## src/rtl/issue_sched_if.sv

```systemverilog
`default_nettype none
// ============================================================================
//  Module   : issue_sched_if
//  Brief    : Decode-pair input, writeback completion and dual issue port
//             bundle for the in-order dual-issue scheduler.
//  Revision : 1.0  initial release
// ============================================================================
interface issue_sched_if;
  // decoded pair from the front end (instr 1 is the older one)
  logic        en_flag_i;
  logic        in_ready_o;
  logic [6:0]  PC1_i;
  logic [6:0]  PC2_i;
  logic [6:0]  opcode_1;
  logic [6:0]  opcode_2;
  logic [4:0]  rs1_1;
  logic [4:0]  rs2_1;
  logic [4:0]  rd_1;
  logic [4:0]  rs1_2;
  logic [4:0]  rs2_2;
  logic [4:0]  rd_2;
  logic [31:0] instr_1_;
  logic [31:0] instr_2_;
  logic        flush_i;
  // writeback completions
  logic        wb0_valid_i;
  logic        wb1_valid_i;
  logic [4:0]  wb0_rd_i;
  logic [4:0]  wb1_rd_i;
  // issue ports
  logic        iss0_valid_o;
  logic        iss1_valid_o;
  logic [31:0] iss0_instr_o;
  logic [31:0] iss1_instr_o;
  logic [6:0]  iss0_pc_o;
  logic [6:0]  iss1_pc_o;
  logic [31:0] stall_cnt_o;

  // scheduler side
  modport slave (
    input  en_flag_i, PC1_i, PC2_i, opcode_1, opcode_2,
           rs1_1, rs2_1, rd_1, rs1_2, rs2_2, rd_2,
           instr_1_, instr_2_, flush_i,
           wb0_valid_i, wb1_valid_i, wb0_rd_i, wb1_rd_i,
    output in_ready_o, iss0_valid_o, iss1_valid_o,
           iss0_instr_o, iss1_instr_o, iss0_pc_o, iss1_pc_o, stall_cnt_o
  );

  // front end / environment side
  modport master (
    output en_flag_i, PC1_i, PC2_i, opcode_1, opcode_2,
           rs1_1, rs2_1, rd_1, rs1_2, rs2_2, rd_2,
           instr_1_, instr_2_, flush_i,
           wb0_valid_i, wb1_valid_i, wb0_rd_i, wb1_rd_i,
    input  in_ready_o, iss0_valid_o, iss1_valid_o,
           iss0_instr_o, iss1_instr_o, iss0_pc_o, iss1_pc_o, stall_cnt_o
  );
endinterface
`default_nettype wire

```

## src/rtl/issue_sched.sv

```systemverilog
`default_nettype none
// ============================================================================
//  Module   : issue_sched
//  Brief    : In-order dual-issue scheduler. Buffers one decoded pair, checks
//             a 32-entry busy scoreboard (with writeback bypass), and issues
//             the older instruction on port 0 and, when legal, the younger
//             one alongside it on port 1.
//  Revision : 1.0  initial release
// ============================================================================
module issue_sched (
  input  logic          clk,
  input  logic          rst_n,
  issue_sched_if.slave  bus
);

  localparam logic [6:0] OP_R     = 7'b0110011;
  localparam logic [6:0] OP_IMM   = 7'b0010011;
  localparam logic [6:0] OP_LOAD  = 7'b0000011;
  localparam logic [6:0] OP_STORE = 7'b0100011;

  typedef enum logic [1:0] {
    IDLE   = 2'd0,
    HOLD12 = 2'd1,
    HOLD2  = 2'd2
  } state_t;

  // Register fields are stored already masked by operand class: an unread
  // source or unwritten destination is held as x0, which is always ready
  // and never creates a RAW/WAW hazard.
  typedef struct packed {
    logic [6:0]  pc;
    logic [31:0] instr;
    logic [4:0]  rs1;
    logic [4:0]  rs2;
    logic [4:0]  rd;
    logic        lsu;
  } slot_t;

  function automatic slot_t decode(input logic [6:0] pc, input logic [6:0] op,
                                   input logic [4:0] rs1, input logic [4:0] rs2,
                                   input logic [4:0] rd, input logic [31:0] instr);
    slot_t s;
    logic  rd_rs1;
    logic  rd_rs2;
    logic  wr_rd;
    rd_rs1  = (op == OP_R) || (op == OP_IMM) || (op == OP_LOAD) || (op == OP_STORE);
    rd_rs2  = (op == OP_R) || (op == OP_STORE);
    wr_rd   = (op == OP_R) || (op == OP_IMM) || (op == OP_LOAD);
    s.pc    = pc;
    s.instr = instr;
    s.rs1   = rd_rs1 ? rs1 : 5'd0;
    s.rs2   = rd_rs2 ? rs2 : 5'd0;
    s.rd    = wr_rd  ? rd  : 5'd0;
    s.lsu   = (op == OP_LOAD) || (op == OP_STORE);
    return s;
  endfunction

  state_t      state_q, state_d;
  slot_t       slot_a_q, slot_a_d;   // older instruction
  slot_t       slot_b_q, slot_b_d;   // younger instruction
  logic [31:0] busy_q, busy_d;
  logic [31:0] stall_q, stall_d;
  logic        iss0_valid_q, iss0_valid_d;
  logic        iss1_valid_q, iss1_valid_d;
  logic [31:0] iss0_instr_q, iss0_instr_d;
  logic [31:0] iss1_instr_q, iss1_instr_d;
  logic [6:0]  iss0_pc_q, iss0_pc_d;
  logic [6:0]  iss1_pc_q, iss1_pc_d;

  logic [31:0] wb_clr;
  logic [31:0] avail;
  logic [31:0] busy_set;
  logic        old_ok, yng_ok, raw_haz, waw_haz, lsu_haz;
  logic        issue_old, issue_dual, issue_yng;
  logic        drain, ready_int, accept;

  // Writeback clear mask; x0 is never tracked, duplicate rd clears once.
  always_comb begin
    wb_clr = '0;
    if (bus.wb0_valid_i) wb_clr[bus.wb0_rd_i] = 1'b1;
    if (bus.wb1_valid_i) wb_clr[bus.wb1_rd_i] = 1'b1;
    wb_clr[0] = 1'b0;
    avail     = ~busy_q | wb_clr;
  end

  // Hazard checks and issue decision for the buffered instructions.
  always_comb begin
    old_ok     = avail[slot_a_q.rs1] && avail[slot_a_q.rs2];
    yng_ok     = avail[slot_b_q.rs1] && avail[slot_b_q.rs2];
    raw_haz    = (slot_a_q.rd != 5'd0) &&
                 ((slot_b_q.rs1 == slot_a_q.rd) || (slot_b_q.rs2 == slot_a_q.rd));
    waw_haz    = (slot_a_q.rd != 5'd0) && (slot_b_q.rd == slot_a_q.rd);
    lsu_haz    = slot_a_q.lsu && slot_b_q.lsu;
    issue_old  = (state_q == HOLD12) && old_ok && !bus.flush_i;
    issue_dual = issue_old && yng_ok && !raw_haz && !waw_haz && !lsu_haz;
    issue_yng  = (state_q == HOLD2) && yng_ok && !bus.flush_i;
    drain      = issue_dual || issue_yng;
    ready_int  = ((state_q == IDLE) || drain) && !bus.flush_i;
    accept     = bus.en_flag_i && ready_int && rst_n;
  end

  assign bus.in_ready_o = ready_int && rst_n;

  // Next state, buffer load, issue port contents, scoreboard and stall count.
  always_comb begin
    state_d      = state_q;
    slot_a_d     = slot_a_q;
    slot_b_d     = slot_b_q;
    stall_d      = stall_q;
    busy_set     = '0;
    iss0_valid_d = 1'b0;
    iss1_valid_d = 1'b0;
    iss0_instr_d = '0;
    iss1_instr_d = '0;
    iss0_pc_d    = '0;
    iss1_pc_d    = '0;

    if (issue_old) begin
      iss0_valid_d          = 1'b1;
      iss0_instr_d          = slot_a_q.instr;
      iss0_pc_d             = slot_a_q.pc;
      busy_set[slot_a_q.rd] = 1'b1;
    end
    if (issue_dual) begin
      iss1_valid_d          = 1'b1;
      iss1_instr_d          = slot_b_q.instr;
      iss1_pc_d             = slot_b_q.pc;
      busy_set[slot_b_q.rd] = 1'b1;
    end
    if (issue_yng) begin
      iss0_valid_d          = 1'b1;
      iss0_instr_d          = slot_b_q.instr;
      iss0_pc_d             = slot_b_q.pc;
      busy_set[slot_b_q.rd] = 1'b1;
    end
    busy_set[0] = 1'b0;

    if (bus.flush_i) begin
      state_d = IDLE;
    end else begin
      unique case (state_q)
        HOLD12: begin
          if (issue_dual)     state_d = IDLE;
          else if (issue_old) state_d = HOLD2;
        end
        HOLD2: begin
          if (issue_yng) state_d = IDLE;
        end
        default: state_d = IDLE;
      endcase
      if ((state_q != IDLE) && !issue_old && !issue_yng && (stall_q != 32'hFFFF_FFFF))
        stall_d = stall_q + 32'd1;
    end

    // A pair accepted on a draining cycle refills the buffer directly.
    if (accept) begin
      state_d  = HOLD12;
      slot_a_d = decode(bus.PC1_i, bus.opcode_1, bus.rs1_1, bus.rs2_1,
                        bus.rd_1, bus.instr_1_);
      slot_b_d = decode(bus.PC2_i, bus.opcode_2, bus.rs1_2, bus.rs2_2,
                        bus.rd_2, bus.instr_2_);
    end

    // Set wins over a same-cycle writeback clear of the same register.
    busy_d    = (busy_q & ~wb_clr) | busy_set;
    busy_d[0] = 1'b0;
  end

  // State, buffer, scoreboard and registered issue outputs.
  always_ff @(posedge clk) begin
    if (!rst_n) begin
      state_q      <= IDLE;
      slot_a_q     <= '0;
      slot_b_q     <= '0;
      busy_q       <= '0;
      stall_q      <= '0;
      iss0_valid_q <= 1'b0;
      iss1_valid_q <= 1'b0;
      iss0_instr_q <= '0;
      iss1_instr_q <= '0;
      iss0_pc_q    <= '0;
      iss1_pc_q    <= '0;
    end else begin
      state_q      <= state_d;
      slot_a_q     <= slot_a_d;
      slot_b_q     <= slot_b_d;
      busy_q       <= busy_d;
      stall_q      <= stall_d;
      iss0_valid_q <= iss0_valid_d;
      iss1_valid_q <= iss1_valid_d;
      iss0_instr_q <= iss0_instr_d;
      iss1_instr_q <= iss1_instr_d;
      iss0_pc_q    <= iss0_pc_d;
      iss1_pc_q    <= iss1_pc_d;
    end
  end

  assign bus.iss0_valid_o = iss0_valid_q;
  assign bus.iss1_valid_o = iss1_valid_q;
  assign bus.iss0_instr_o = iss0_instr_q;
  assign bus.iss1_instr_o = iss1_instr_q;
  assign bus.iss0_pc_o    = iss0_pc_q;
  assign bus.iss1_pc_o    = iss1_pc_q;
  assign bus.stall_cnt_o  = stall_q;

endmodule
`default_nettype wire

```

## src/flat_wrapper.sv

```systemverilog
// flat-port wrapper written by rule: the top's interface ports become plain ports
module issue_sched_flat 
  (clk, rst_n, bus_en_flag_i, bus_PC1_i, bus_PC2_i, bus_opcode_1, bus_opcode_2, bus_rs1_1, bus_rs2_1, bus_rd_1, bus_rs1_2, bus_rs2_2, bus_rd_2, bus_instr_1_, bus_instr_2_, bus_flush_i, bus_wb0_valid_i, bus_wb1_valid_i, bus_wb0_rd_i, bus_wb1_rd_i, bus_in_ready_o, bus_iss0_valid_o, bus_iss1_valid_o, bus_iss0_instr_o, bus_iss1_instr_o, bus_iss0_pc_o, bus_iss1_pc_o, bus_stall_cnt_o);
  issue_sched_if bus_i ();
  input  logic clk;
  input  logic rst_n;
  input wire logic [$bits(bus_i.en_flag_i)-1:0] bus_en_flag_i;
  input wire logic [$bits(bus_i.PC1_i)-1:0] bus_PC1_i;
  input wire logic [$bits(bus_i.PC2_i)-1:0] bus_PC2_i;
  input wire logic [$bits(bus_i.opcode_1)-1:0] bus_opcode_1;
  input wire logic [$bits(bus_i.opcode_2)-1:0] bus_opcode_2;
  input wire logic [$bits(bus_i.rs1_1)-1:0] bus_rs1_1;
  input wire logic [$bits(bus_i.rs2_1)-1:0] bus_rs2_1;
  input wire logic [$bits(bus_i.rd_1)-1:0] bus_rd_1;
  input wire logic [$bits(bus_i.rs1_2)-1:0] bus_rs1_2;
  input wire logic [$bits(bus_i.rs2_2)-1:0] bus_rs2_2;
  input wire logic [$bits(bus_i.rd_2)-1:0] bus_rd_2;
  input wire logic [$bits(bus_i.instr_1_)-1:0] bus_instr_1_;
  input wire logic [$bits(bus_i.instr_2_)-1:0] bus_instr_2_;
  input wire logic [$bits(bus_i.flush_i)-1:0] bus_flush_i;
  input wire logic [$bits(bus_i.wb0_valid_i)-1:0] bus_wb0_valid_i;
  input wire logic [$bits(bus_i.wb1_valid_i)-1:0] bus_wb1_valid_i;
  input wire logic [$bits(bus_i.wb0_rd_i)-1:0] bus_wb0_rd_i;
  input wire logic [$bits(bus_i.wb1_rd_i)-1:0] bus_wb1_rd_i;
  output wire logic [$bits(bus_i.in_ready_o)-1:0] bus_in_ready_o;
  output wire logic [$bits(bus_i.iss0_valid_o)-1:0] bus_iss0_valid_o;
  output wire logic [$bits(bus_i.iss1_valid_o)-1:0] bus_iss1_valid_o;
  output wire logic [$bits(bus_i.iss0_instr_o)-1:0] bus_iss0_instr_o;
  output wire logic [$bits(bus_i.iss1_instr_o)-1:0] bus_iss1_instr_o;
  output wire logic [$bits(bus_i.iss0_pc_o)-1:0] bus_iss0_pc_o;
  output wire logic [$bits(bus_i.iss1_pc_o)-1:0] bus_iss1_pc_o;
  output wire logic [$bits(bus_i.stall_cnt_o)-1:0] bus_stall_cnt_o;
  assign bus_i.en_flag_i = bus_en_flag_i;
  assign bus_i.PC1_i = bus_PC1_i;
  assign bus_i.PC2_i = bus_PC2_i;
  assign bus_i.opcode_1 = bus_opcode_1;
  assign bus_i.opcode_2 = bus_opcode_2;
  assign bus_i.rs1_1 = bus_rs1_1;
  assign bus_i.rs2_1 = bus_rs2_1;
  assign bus_i.rd_1 = bus_rd_1;
  assign bus_i.rs1_2 = bus_rs1_2;
  assign bus_i.rs2_2 = bus_rs2_2;
  assign bus_i.rd_2 = bus_rd_2;
  assign bus_i.instr_1_ = bus_instr_1_;
  assign bus_i.instr_2_ = bus_instr_2_;
  assign bus_i.flush_i = bus_flush_i;
  assign bus_i.wb0_valid_i = bus_wb0_valid_i;
  assign bus_i.wb1_valid_i = bus_wb1_valid_i;
  assign bus_i.wb0_rd_i = bus_wb0_rd_i;
  assign bus_i.wb1_rd_i = bus_wb1_rd_i;
  assign bus_in_ready_o = bus_i.in_ready_o;
  assign bus_iss0_valid_o = bus_i.iss0_valid_o;
  assign bus_iss1_valid_o = bus_i.iss1_valid_o;
  assign bus_iss0_instr_o = bus_i.iss0_instr_o;
  assign bus_iss1_instr_o = bus_i.iss1_instr_o;
  assign bus_iss0_pc_o = bus_i.iss0_pc_o;
  assign bus_iss1_pc_o = bus_i.iss1_pc_o;
  assign bus_stall_cnt_o = bus_i.stall_cnt_o;
  issue_sched u_core (.clk(clk), .rst_n(rst_n), .bus(bus_i));
endmodule
```

## config.mk

```make
export PLATFORM = sky130hd
export DESIGN_NAME = issue_sched_flat
export DESIGN_NICKNAME = d
export VERILOG_FILES = /design/src/rtl/issue_sched_if.sv /design/src/rtl/issue_sched.sv /design/src/flat_wrapper.sv
export SDC_FILE = /design/constraint.sdc
export NUM_CORES = 1
export LEC_CHECK = 0
export CAP_MARGIN = 20
export CORE_MARGIN = 3
export CORE_UTILIZATION = 55
export DETAILED_ROUTE_END_ITERATION = 7
export PLACE_DENSITY = 0.86
export SKIP_CTS_REPAIR_TIMING = 1
export SLEW_MARGIN = 20
export SYNTH_ARGS = -nofsm -noshare
export SYNTH_HDL_FRONTEND = slang
export SYNTH_SLANG_ARGS = --single-unit
```

## constraint.sdc

```tcl
create_clock -name clk -period 7 [get_ports clk]
set_input_delay 0.7 -clock clk [delete_from_list [all_inputs] [get_ports clk]]
set_output_delay 0.7 -clock clk [all_outputs]
set_load 0.01 [all_outputs]
```

# Yosys cells after proc, flatten, opt, wreduce, memory -nomap -nowiden
# Cells that the tools add are included.
dict set report op_classes {
  n_addsub 1
  n_mul 0
  div 0
  magnitude_cmp 12
  n_eq_ne 18
  n_shift 0
  mux 40
  bitwise_logic 10
  reduce_logical 51
}
# cell n
set ops {}
lappend ops {{32-bit two-way mux} 7}
lappend ops {{32-bit bitwise OR} 5}
lappend ops {{32-bit inverter} 2}
lappend ops {{5-bit by 6-bit < comparator with 1-bit output, second input constant} 8}
lappend ops {{32-bit by 1-bit adder with 32-bit output, second input constant} 1}
lappend ops {{32-bit AND} 1}
lappend ops {{32-bit inequality test, second input constant} 1}
lappend ops {{5-bit two-way mux} 6}
lappend ops {{7-bit by 6-bit equality test with 1-bit output, second input constant} 4}
lappend ops {{1-bit logical AND} 24}
lappend ops {{1-bit binary-select mux with 5-bit select} 4}
lappend ops {{1-bit demux with 5-bit select} 4}
lappend ops {{5-bit by 1-bit >= comparator with 1-bit output, second input constant} 4}
lappend ops {{5-bit equality test} 3}
lappend ops {{7-bit by 2-bit equality test with 1-bit output, second input constant} 2}
lappend ops {{7-bit by 5-bit equality test with 1-bit output, second input constant} 2}
lappend ops {{7-bit two-way mux} 2}
lappend ops {{1-bit logical OR} 13}
lappend ops {{1-bit two-way mux} 13}
lappend ops {{2-bit AND reduction} 4}
lappend ops {{1-bit zero test} 6}
lappend ops {{2-bit two-way mux} 3}
lappend ops {{5-bit by 2-bit inequality test with 1-bit output, second input constant} 1}
lappend ops {{5-bit nonzero test} 1}
lappend ops {{10 further kinds} 11}
dict set report totals {
  regBits 256
  latch_bits 0
  ramBits 0
  romBits 0
  out_inout_bits 113
  wordCells 155
  mem_count 0
}

# Logic depth before layout (Yosys ltp)
# Gate-level depths: netlist of run 1.
dict set report depth {
  word_depth 24
  mapped_depth 13
}

# Worst setup path after synthesis of run 1
# Ideal clock, no wire load.
dict set report synth_path {
  path_type {input-to-output}
  startpoint {input bus_wb1_rd_i[2]}
  endpoint {output bus_in_ready_o}
  t_arrival_ns 2.996
  required_ns 6.300
  path_slack_ns 3.304
  cell_stages 10
  n_path_buf 0
  cell_sequence {or4b_1 -> o221ai_1 -> o22ai_1 -> a311oi_1 -> nor4_1 -> nor4_2 -> nand2_2 -> nor3_2 -> nor2_1 -> nor3_1}
}
dict set report synth_via {
  elab_chain_len 20
  elab_cells_between_ends 30
  classes_between {order compare (2); mux (11); bitwise (2); reduce/logical (15)}
}
# item line_no
set synth_lines {}
lappend synth_lines {{from (decl)} flat_wrapper.sv:24} ;# input wire logic [$bits(bus_i.wb1_rd_i)-1:0] bus_wb1_rd_i;
lappend synth_lines {{5-bit by 6-bit < comparator with 1-bit output (not written as such) / 5-bit by 1-bit >= comparator with 1-bit output (equally long branches)} issue_sched.sv:81} ;# if (bus.wb1_valid_i) wb_clr[bus.wb1_rd_i] = 1'b1;
lappend synth_lines {{1-bit logical AND (not written as such)} issue_sched.sv:81}
lappend synth_lines {{1-bit two-way mux (not written as such)} issue_sched.sv:81}
lappend synth_lines {{1-bit demux with 5-bit select *} n/a}
lappend synth_lines {{32-bit bitwise OR (no line) *} n/a}
lappend synth_lines {{32-bit two-way mux *} issue_sched.sv:81}
lappend synth_lines {{32-bit bitwise OR *} issue_sched.sv:83} ;# avail = ~busy_q | wb_clr;
lappend synth_lines {{1-bit binary-select mux with 5-bit select} issue_sched.sv:88} ;# old_ok = avail[slot_a_q.rs1] && avail[slot_a_q.rs2];
lappend synth_lines {{1-bit two-way mux (not written as such)} issue_sched.sv:88}
lappend synth_lines {{1-bit logical AND} issue_sched.sv:88}
lappend synth_lines {{1-bit logical AND (2 in a row)} issue_sched.sv:94} ;# issue_old = (state_q == HOLD12) && old_ok && !bus.flush_i;
lappend synth_lines {{1-bit logical AND (4 in a row)} issue_sched.sv:95} ;# issue_dual = issue_old && yng_ok && !raw_haz && !waw_haz && !lsu_haz;
lappend synth_lines {{1-bit logical OR *} issue_sched.sv:97} ;# drain = issue_dual || issue_yng;
lappend synth_lines {{1-bit logical OR *} issue_sched.sv:98} ;# ready_int = ((state_q == IDLE) || drain) && !bus.flush_i;
lappend synth_lines {{1-bit logical AND *} issue_sched.sv:98}
lappend synth_lines {{1-bit logical AND *} issue_sched.sv:102} ;# assign bus.in_ready_o = ready_int && rst_n;
lappend synth_lines {{to (decl)} flat_wrapper.sv:25} ;# output wire logic [$bits(bus_i.in_ready_o)-1:0] bus_in_ready_o;
# Every way passes the cells marked *; elsewhere a longest branch is shown, timed or not. The select of a mux whose other input is x is not followed.

# Worst setup path after layout of run 1
dict set report layout_path {
  startpoint {input bus_wb0_rd_i[3]}
  endpoint {output bus_in_ready_o}
}
dict set report layout_via {
  elab_chain_len 21
  elab_cells_between_ends 31
  classes_between {order compare (2); mux (12); bitwise (2); reduce/logical (15)}
}
# item line_no
set layout_lines {}
lappend layout_lines {{from (decl)} flat_wrapper.sv:23} ;# input wire logic [$bits(bus_i.wb0_rd_i)-1:0] bus_wb0_rd_i;
lappend layout_lines {{5-bit by 6-bit < comparator with 1-bit output (not written as such) / 5-bit by 1-bit >= comparator with 1-bit output (equally long branches)} issue_sched.sv:80} ;# if (bus.wb0_valid_i) wb_clr[bus.wb0_rd_i] = 1'b1;
lappend layout_lines {{1-bit logical AND (not written as such)} issue_sched.sv:80}
lappend layout_lines {{1-bit two-way mux (not written as such)} issue_sched.sv:80}
lappend layout_lines {{1-bit demux with 5-bit select *} n/a}
lappend layout_lines {{32-bit two-way mux *} issue_sched.sv:80}
lappend layout_lines {{32-bit bitwise OR (no line)} n/a}
lappend layout_lines {{32-bit two-way mux *} issue_sched.sv:81}
lappend layout_lines {{32-bit bitwise OR *} issue_sched.sv:83}
lappend layout_lines {{1-bit binary-select mux with 5-bit select} issue_sched.sv:88}
lappend layout_lines {{1-bit two-way mux (not written as such)} issue_sched.sv:88}
lappend layout_lines {{1-bit logical AND} issue_sched.sv:88}
lappend layout_lines {{1-bit logical AND (2 in a row)} issue_sched.sv:94}
lappend layout_lines {{1-bit logical AND (4 in a row)} issue_sched.sv:95}
lappend layout_lines {{1-bit logical OR *} issue_sched.sv:97}
lappend layout_lines {{1-bit logical OR *} issue_sched.sv:98}
lappend layout_lines {{1-bit logical AND *} issue_sched.sv:98}
lappend layout_lines {{1-bit logical AND *} issue_sched.sv:102}
# Marks and branches as above.

==> results of run 1 <==
worst max-delay path: stages:
cell             delay [ns]
clkdlybuf4s50_1        0.53
or4b_1                 0.62
o221ai_1               0.44
o22ai_1                0.17
a311oi_1               0.34
nor4_1                 0.12
nor4_2                 0.40
nand2_2                0.36
nor3_2                 0.36
nor2_1                 0.09
nor3_1                 0.25
clkdlybuf4s50_1        0.60
metal layers:
metal  vias up  wire (microns)  share of wire [%]
met3       140            3789                9.8
met5         -              13              0.033
met4         2            1810                4.7
met1      5140           15160                 39
met2       608           18090                 47
li1       5095               -                  -
area by class of cell:
class,instances,area (sq um)
clock buffer,36,739.5
sequential,255,5105
timing repair buffer,259,2571
multi-input combinational,895,5801
clock inverter,14,221.5
tap,270,337.8
inverter,102,382.9
fill,1491,5401
synth_stat cells (all sizes together) (2+ instances only):
cell     number
buf          19
nor3b         4
or4b          3
o21ai        31
and2         43
nand2       202
or4bb         3
o2111ai       3
nand4        12
nor3         30
nand4b        9
o311ai        3
nand4bb       3
or2          22
clkbuf       67
or4          13
o221ai       61
or3           9
dfxtp       255
nor4b         3
a311oi        2
mux2i       159
and3          4
o31ai        16
xnor2         8
nand2b       16
nor4         19
o21bai        3
nor2         86
xor2          9
a21boi        3
nand3        27
o41ai        10
nand3b        7
o22ai        28
nor2b         3
inv         102
a21oi        25
o32ai         5
worst max-delay path by stage:
stage / depth (start not counted) / slack [ns] / startpoint / endpoint
after floorplan: 10 / 3.30 / bus_wb1_rd_i[2] / bus_in_ready_o
after global placement: 12 / 1.57 / bus_wb0_valid_i / bus_in_ready_o
after detailed placement: 12 / 1.41 / bus_wb0_rd_i[3] / bus_in_ready_o
after CTS: 12 / 1.33 / bus_wb0_rd_i[3] / bus_in_ready_o
after global routing: 12 / 1.08 / bus_wb0_rd_i[3] / bus_in_ready_o
final: 12 / 1.29 / bus_wb0_rd_i[3] / bus_in_ready_o
per-stage QoR:
step | total power (W) | cells | setup WS, ns
final | 0.003258 | 1831 | 1.289
after global routing | 0.003340 | 1831 | 1.082
after CTS | 0.003267 | 1830 | 1.330
after detailed placement | 0.001736 | 1780 | 1.412
after global placement | 0.001729 | 1780 | 1.567
after floorplan | 0.001622 | 1338 | 3.304
sequential cells by signal (all words and copies together) (netlist names):
register                 cells
u_core.state_q               2
u_core.busy_q               31
u_core.slot_a_q             55
u_core.bus.iss0_valid_o      1
u_core.bus.stall_cnt_o      32
u_core.bus.iss1_valid_o      1
u_core.bus.iss1_pc_o         7
u_core.bus.iss1_instr_o     32
u_core.bus.iss0_instr_o     32
u_core.slot_b_q             55
u_core.bus.iss0_pc_o         7
power by group through the flow:
| stage | clock [W] | sequential (W) | combinational (W) |
|---|---|---|---|
| after floorplan | 0 | 0.00153 | 0.0000972 |
| after global placement | 0 | 0.00153 | 0.000202 |
| after detailed placement | 0 | 0.00153 | 0.000207 |
| after CTS | 0.00156 | 0.00150 | 0.000210 |
| after global routing | 0.00161 | 0.00150 | 0.000227 |
| final | 0.00155 | 0.00150 | 0.000211 |
cell families after synthesis:
| kind of cell | count (synthesis) | synth area share, % |
|---|---|---|
| adder cells (fa/ha/maj) | 1 | 0.1073 |
| XOR/XNOR | 17 | 1.277 |
| flip-flops | 255 | 43.77 |
| AND/OR/NAND/NOR | 519 | 22.16 |
| buffers and inverters | 188 | 6.726 |
| AO/OA/AOI/OAI | 199 | 12.32 |
| multiplexers | 159 | 13.65 |
cell usage in the layout (no fill, tap or decap), types with 4 or more instances in the layout:
cell type and instances:
a21oi_1 25, and2_1 43, and3_1 4, buf_4 9
bufinv_16 5, clkbuf_1 6, clkbuf_16 27, clkdlybuf4s50_1 249
clkinv_2 5, dfxtp_1 255, inv_1 102, mux2i_1 159
nand2_1 200, nand2b_1 16, nand3_1 27, nand3b_1 7
nand4_1 12, nand4b_1 9, nor2_1 86, nor3_1 29
nor3b_1 4, nor4_1 16, o21ai_0 27, o21ai_1 4
o221ai_1 61, o22ai_1 28, o31ai_1 16, o32ai_1 5
o41ai_1 10, or2_2 22, or3_1 9, or4_1 13
xnor2_1 8, xor2_1 9
==> run metrics, run 1 <==
crit path kind=primary input to output port; net count of the finished layout=1,679; Rows=52; global-route wire length before repair=between 50,000 and 60,000 microns; starting utilization of the core area=56.73%; total via count in the routed design=about 11k; remaining number of nets flagged by the antenna check after routing=0; total length of routed wires=38,860 microns; required time reported for the critical path endpoint=between 6 and 7 ns; launch instance of the worst register-to-register path=u_core.slot_a_q[7]$_SDFFE_PN0P_; clock tree from TritonCTS=yes; register share of total power=46.0%; number of buffers created by CTS=27; GRT met3 Usage=8.745%; startpoint of the most critical hold path=u_core.slot_a_q[18]$_SDFFE_PN0P_; number of global-route vias before repair=between 10k and 15k; cell chosen for the clock root=clkbuf_16; number of antenna diodes=0; leakage dissipation=6.359 nW; portion of total power attributed to combinational logic=~6.5%; Worst R2R Path Depth=10; clock-pin slew on the worst setup and hold paths=0.06 ns; met1 track utilization from global routing=40.42%; yosys warns=0; outcome=completed; Hold Crit Depth=2; dominant cell type by area after synthesis=dfxtp_1; clock sink count=255; number of setup violations in the final report=0; cell area after placement=around 14,000 sq um; global route total overflow=0; share of final-layout standard cells stronger than drive strength 1=about 5.6%; cell internal pwr=0.002527 W; Psw=0.0007306 W; tightest slew margin relative to the limit=26.87%; worst hold slack=0.4567 ns; fraction of synthesized cell area taken by the top area cell type=43.77%; critical register-to-register path endpoint=u_core.slot_b_q[42]$_SDFFE_PN0P_; count of flip-flops with a built-in enable after synthesis=0; dominant cells by area after synthesis=dfxtp_1 44%, mux2i_1 14%, nand2_1 6.5%, o221ai_1 4.6%, inv_1 3.3%; number of H-tree levels=1; final number of hold-violating endpoints=0; reg2reg setup slack=between 2 and 3 ns; length of the first detailed-routing pass in iterations=8; Primary FF master, synth=dfxtp_1; count of cell types in the netlist=60; Final Cell Area=15,160 sq um; Worst Max-Slew Pin Slew=1.094 ns; Max Clock Freq=0.1751 GHz; busiest metal layer after global routing=met2; average instance area after synthesis=8.717 sq um; final worst path period need=5.711 ns; setup skew after layout=0.01003 ns; sequential-to-total area share from yosys stat=a little over two fifths; ratio of total power to cell area=around 210 nW/um^2; aggregate global-route resource usage=32.56%; maximum number of pins on one net before global-route repair=96; Core Region=20,560 sq um; worst-skew pair later-pin latency=0.55 ns; GP Congestion=roughly 1.0; Clock Tree Buf Depth=3; number of top-level pins=251; Area Growth Syn to Fin=29.96%; share of synthesized registers carrying an async set or reset=0%; Vias/cell=around 6.0; overall die width=151.6 microns; placed wire-length estimate after detailed placement=26,770 microns; worst-path maximum fanout=18; met2 track demand over resource=54.12%; Gate Count Post-Synth=between 1k and 1.5k; final core area utilization=73.73%; remaining routing DRC violations=0; kind of launch point of the worst setup path=primary input; number of maximum-capacitance constraint violations=0; WL/cell=21.22 microns; DIE AREA=22,990 sq um; number of nets produced by synthesis=approximately 1.5k; final-layout setup total negative slack=0 ns; switch share=22.43%; number of DRC markers in iteration 0=994; initial antenna violation count=1; flops & latches, synth=255; Buffers on Ports=250; Die Ht=151.6 microns; end point of the worst hold path=u_core.slot_a_q[18]$_SDFFE_PN0P_; worst hold path class=register to register; area of the mapped netlist=11,660 sq um; period utilization=81.59%; number of slew-limit violations in the final report=0; worst path arrival time=between 5 and 6 ns; kind of end point of the critical path=output port; maximum VDD drop=0.1811 mV; unrepaired setup endpoints after global routing=no; clock network fraction of design power=47.5%
No activity file was read; power rests on OpenSTA's default activity.
==> run 2: changes to the inputs <==
--- a/config.mk
+++ b/config.mk
@@ -7,9 +7,9 @@
 export LEC_CHECK = 0
 export CAP_MARGIN = 20
 export CORE_MARGIN = 3
-export CORE_UTILIZATION = 55
+export CORE_UTILIZATION = 51
 export DETAILED_ROUTE_END_ITERATION = 7
-export PLACE_DENSITY = 0.86
+export PLACE_DENSITY = 0.8
 export SKIP_CTS_REPAIR_TIMING = 1
 export SLEW_MARGIN = 20
 export SYNTH_ARGS = -nofsm -noshare
==> constraint.sdc (replaced) <==
create_clock -name clk -period 5.84 [get_ports clk]
set_input_delay 0.584 -clock clk [delete_from_list [all_inputs] [get_ports clk]]
set_output_delay 0.584 -clock clk [all_outputs]
set_load 0.01 [all_outputs]
==> run 2 against run 1 <==
Highest routed layer is now met4. Critical path depth unchanged. Non-clock buffer count up 11. Cell count up 0.93%. Largest power group is now sequential cells. Critical path type unchanged. Final area down 0.13%. Power up 13%. Hold slack worse by 0.0018 ns. Largest cell class unchanged.
==> run metrics, run 2 (synthesis gave the netlist of run 1 again) <==
GP Congestion=~1.0; period utilization=just under 90%; aggregate global-route resource usage=29.64%; kind of launch point of the worst setup path=primary input; ratio of total power to cell area=around 240 nW/um^2; setup slack of the critical path after layout=0.6508 ns; post-route insts no fill=between 1.5k and 2k; DIE AREA=24,720 sq um; final worst path period need=5.189 ns; number of antenna diodes=0; Max Clock Freq=around 0.19 GHz; number of top-level pins=251; clock tree from TritonCTS=yes; length of the first detailed-routing pass in iterations=5; Vias/cell=just under 6; tightest slew margin relative to the limit=around a quarter; leading cell type in the layout, fill and taps excluded=dfxtp_1; starting utilization of the core area=52.63%; number of setup violations in the final report=0; cell count after placement=1,802; remaining number of nets flagged by the antenna check after routing=0; initial antenna violation count=0; overall die width=157.2 microns; required time reported for the critical path endpoint=5.26 ns; Critical Path, Cell by Cell=clkdlybuf4s50_1, or4b_1, o221ai_1, o22ai_1, a311oi_1, nor4_1, nor4_2, nand2_2, nor3_2, nor2_1, nor3_1, clkdlybuf4s50_1; worst hold path class=register to register; global-route wire length before repair=around 58,000 microns; Max stage delay on crit path=between 0.6 and 0.7 ns; unrepaired setup endpoints after global routing=no; total via count in the routed design=approximately 11k; Buffers on Ports=250; Final Cell Area=15,140 sq um; worst-skew pair later-pin latency=about 0.54 ns; remaining routing DRC violations=0; number of buffers created by CTS=26; cell chosen for the clock root=clkbuf_16; Rows=54; setup skew after layout=0.01110 ns; Worst Max-Slew Pin Slew=1.103 ns; worst hold slack=0.4549 ns; total length of routed wires=around 38,000 microns; cell area after placement=~14,000 sq um; reg2reg setup slack=2.07 ns; Die Ht=roughly 160 microns; kind of end point of the critical path=output port; Core Region=about 22,000 sq um; maximum VDD drop=0.2544 mV; buffer and inverter count on the worst path=2; outcome=completed; crit path kind=primary input to output port; cell with the biggest individual delay on the critical path=or4b_1; maximum number of pins on one net before global-route repair=approximately 100; number of global-route vias before repair=10.61k; Area Growth Syn to Fin=29.79%; global route total overflow=0; number of maximum-capacitance constraint violations=0; commonest non-fill, non-tap cells in the layout=255 x dfxtp_1, 249 x clkdlybuf4s50_1, 200 x nand2_1, 159 x mux2i_1, 102 x inv_1; WL/cell=20.62 microns; number of slew-limit violations in the final report=0; worst slack after detailed placement=0.7779 ns; number of DRC markers in iteration 0=931; Crit path top cell by count=clkdlybuf4s50_1; clock sink count=between 200 and 300; final-layout setup total negative slack=0 ns; registers with the highest flip-flop counts=u_core.slot_a_q: 55 flops, u_core.slot_b_q: 55 flops; net count of the finished layout=around 1.7k; worst-path maximum fanout=8; clock-pin slew on the worst setup and hold paths=0.06 ns; placed wire-length estimate after detailed placement=between 20,000 and 30,000 microns; cell class contributing the biggest share of worst-path delay=simple AND/OR/NAND/NOR gates; final number of hold-violating endpoints=0; number of H-tree levels=1; worst path arrival time=4.61 ns; share of final-layout standard cells stronger than drive strength 1=5.867%; leakage dissipation=roughly 6.3 nW; Clock Tree Buf Depth=3
[run 2: path summary, 6_finish.rpt]
path | depth (start not counted) | startpoint | endpoint
max | 12 | bus_wb0_rd_i[3] | bus_in_ready_o
min | 2 | u_core.slot_a_q[25]$_SDFFE_PN0P_ | u_core.slot_a_q[25]$_SDFFE_PN0P_
max reg2reg | 9 | u_core.slot_b_q[12]$_SDFFE_PN0P_ | u_core.slot_a_q[21]$_SDFFE_PN0P_
min reg2reg | 2 | u_core.slot_a_q[25]$_SDFFE_PN0P_ | u_core.slot_a_q[25]$_SDFFE_PN0P_
[run 2: worst min-delay path, cell delays in order (launching register included)]
cell and delay [ns]:
dfxtp_1 0.30, nand2_1 0.05, mux2i_1 0.05
[run 2: layout make-up]
cell class,instances,area (sq um)
fill,1755,7023
multi-input combinational,895,5801
sequential,255,5105
timing repair buffer,270,2663
clock buffer,40,763.2
inverter,102,382.9
tap,280,350.3
clock inverter,6,73.82
[run 2: layer usage]
metal | global-route usage [%] | part of all wire [%] | vias up
met5 | 0 | 0 | -
met3 | 8.798 | 9.7 | 101
met4 | 10.62 | 3.8 | 0
met1 | 37.10 | 40 | 5166
li1 | - | - | 5109
met2 | 48.75 | 47 | 525
[run 2: power breakdown]
part / internal [W] / leakage, nW / switching [W] / total [W]
clock network: 0.000945 / 0.410 / 0.000692 / 0.00164
registers: 0.00177 / 2.06 / 0.0000211 / 0.00179
logic: 0.000135 / 3.87 / 0.000117 / 0.000251
total: 0.00285 / 6.35 / 0.000830 / 0.00368
[run 2: per-stage QoR]
| step | utilization (%) | power [W] |
|---|---|---|
| after CTS | 68.31 | 0.003696 |
| after global routing | 68.31 | 0.003794 |
| after detailed placement | 64.53 | 0.002082 |
| final | 68.31 | 0.003683 |
| after global placement | 64.53 | 0.002075 |
| after floorplan | - | 0.001944 |
==> run 3: changes to the inputs <==
--- a/config.mk
+++ b/config.mk
@@ -6,6 +6,7 @@
 export NUM_CORES = 1
 export LEC_CHECK = 0
 export CAP_MARGIN = 20
+export CORE_ASPECT_RATIO = 0.5
 export CORE_MARGIN = 3
 export CORE_UTILIZATION = 51
 export DETAILED_ROUTE_END_ITERATION = 7
==> run 3 against run 2 <==
First-iteration DRC count grew 21%. Highest routed layer unchanged. Routed wire length increased by 1.4%. Largest cell class unchanged. Hold slack improved by 0.0058 ns. Clock power about the same. Critical path type unchanged. Register-to-register slack gained 0.09 ns.
==> run metrics, run 3 (synthesis gave the netlist of run 1 again) <==
Max Clock Freq=0.1967 GHz; portion of total power attributed to combinational logic=6.8%; Hold Crit Depth=2; GP Congestion=between 1 and 1.5; number of setup violations in the final report=0; setup skew after layout=0.01937 ns; total power of the final layout=0.003708 W; placed wire-length estimate after detailed placement=27,020 microns; number of DRC markers in iteration 0=1,122; clock sink count=255; aggregate global-route resource usage=30.16%; remaining number of nets flagged by the antenna check after routing=0; clock tree from TritonCTS=yes; number of H-tree levels=1; cell with the biggest individual delay on the critical path=o221ai_1; worst-path maximum fanout=8; initial antenna violation count=0; leakage dissipation=6.300 nW; number of buffers created by CTS=24; tightest slew margin relative to the limit=around a third; worst hold path class=register to register; Worst Max-Slew Pin Slew=0.9857 ns; final worst path period need=5.085 ns; share of final-layout standard cells stronger than drive strength 1=5.209%; end point of the worst hold path=u_core.slot_a_q[40]$_SDFFE_PN0P_; Die Ht=112.9 microns; startpoint of the most critical hold path=u_core.slot_a_q[40]$_SDFFE_PN0P_; unrepaired setup endpoints after global routing=no; area taken by multi-input logic gates=5801 sq um; Worst R2R Path Depth=11; Buffers on Ports=250; period utilization=87.06%; length of the first detailed-routing pass in iterations=6; reg2reg setup slack=2.16 ns; Vias/cell=5.922; number of antenna diodes=0; Rows=38; final-layout setup total negative slack=0 ns; total length of routed wires=38,660 microns; leading cell type in the layout, fill and taps excluded=dfxtp_1; overall die width=219.9 microns; global route total overflow=0; Area Growth Syn to Fin=29.35%; Max stage delay on crit path=~0.63 ns; maximum VDD drop=0.1805 mV; launch instance of the worst register-to-register path=u_core.slot_a_q[6]$_SDFFE_PN0P_; number of global-route vias before repair=roughly 11k; kind of end point of the critical path=output port; clock-pin slew on the worst setup and hold paths=0.06 ns; registers with the highest flip-flop counts=u_core.slot_a_q: 55 flops, u_core.slot_b_q: 55 flops; starting utilization of the core area=52.87%; DIE AREA=24,830 sq um; critical register-to-register path endpoint=u_core.busy_q[13]$_SDFF_PN0_; final number of hold-violating endpoints=0; outcome=completed; Psw=0.0008507 W; Critical Path, Cell by Cell=clkdlybuf4s50_1, or4bb_1, o221ai_1, o22ai_1, nor3_1, nor4_1, nor4_1, a21o_1, nor2_1, nor3_1, clkdlybuf4s50_1; worst path arrival time=4.50 ns; ratio of total power to cell area=245.8 nW/um^2; net count of the finished layout=between 1.5k and 2k; maximum number of pins on one net before global-route repair=112; Clock Tree Buf Depth=3; number of top-level pins=251; cell internal pwr=about 0.0029 W; register share of total power=48.4%; global-route wire length before repair=59,590 microns; number of slew-limit violations in the final report=0; fill cell instance count of the final layout=1,744; Core Region=roughly 22,000 sq um; number of maximum-capacitance constraint violations=0; clock network fraction of design power=44.9%; WL/cell=20.84 microns; cell chosen for the clock root=clkbuf_16; switch share=22.94%; area of all sequential standard cells=5105 sq um; commonest non-fill, non-tap cells in the layout=255 x dfxtp_1, 249 x clkdlybuf4s50_1, 200 x nand2_1, 159 x mux2i_1, 102 x inv_1; total via count in the routed design=10.99k; required time reported for the critical path endpoint=5.26 ns; worst-skew pair later-pin latency=roughly 0.56 ns; kind of launch point of the worst setup path=primary input; remaining routing DRC violations=0; crit path kind=primary input to output port
-- run 3: critical path, delay by kind of cell --
family                 cells  cell delay (ns)
AOI/OAI and AO/OA          3             1.09
and+or+nand+nor            6             1.66
buffers and inverters      2             1.16
-- run 3: layout make-up --
| class | count | share of cell area (%) |
|---|---|---|
| Sequential cell | 255 | 33.84 |
| Timing Repair Buffer | 259 | 17.10 |
| Tap cell | 300 | 2.488 |
| Clock inverter | 7 | 0.8210 |
| Inverter | 102 | 2.538 |
| Clock buffer | 37 | 4.769 |
| Multi-Input combinational cell | 895 | 38.45 |
-- run 3: power by group through the flow --
stage	registers (W)	logic (W)	clock network, W
6_report	0.00179	0.000251	0.00166
5_1_grt	0.00180	0.000270	0.00176
4_1_cts	0.00179	0.000250	0.00168
3_5_place_dp	0.00183	0.000247	0
3_3_place_gp	0.00183	0.000240	0
2_1_floorplan	0.00183	0.000117	0
-- run 3: how the worst max path moves through the flow --
stage / startpoint / end / cells past startpoint
2_1_floorplan: bus_wb1_rd_i[2] / bus_in_ready_o / 10
3_3_place_gp: bus_wb0_valid_i / bus_in_ready_o / 11
3_5_place_dp: bus_wb0_valid_i / bus_in_ready_o / 11
4_1_cts: bus_wb0_valid_i / bus_in_ready_o / 11
5_1_grt: bus_wb0_valid_i / bus_in_ready_o / 11
6_report: bus_wb0_valid_i / bus_in_ready_o / 11
-- run 3: per-stage QoR --
stage	setup slack [ns]	util, %	cell area [sq um]	std cells	hold WS, ns
after floorplan	2.376	-	11660	1338	0.4376
after global placement	0.8772	64.56	14240	1811	0.4449
after detailed placement	0.8273	64.56	14240	1811	0.4555
after CTS	0.8341	68.39	15090	1855	0.4632
after global routing	0.5388	68.39	15090	1855	0.4860
final	0.7555	68.39	15090	1855	0.4607
-- run 3: layer usage --
layer  wire length (microns)  vias up  track usage, %
met5                       0        -               0
met4                    1292        0           9.083
met3                    3428      111           7.674
met2                   18170      515           49.99
met1                   15770     5260           39.03
li1                        -     5100               -
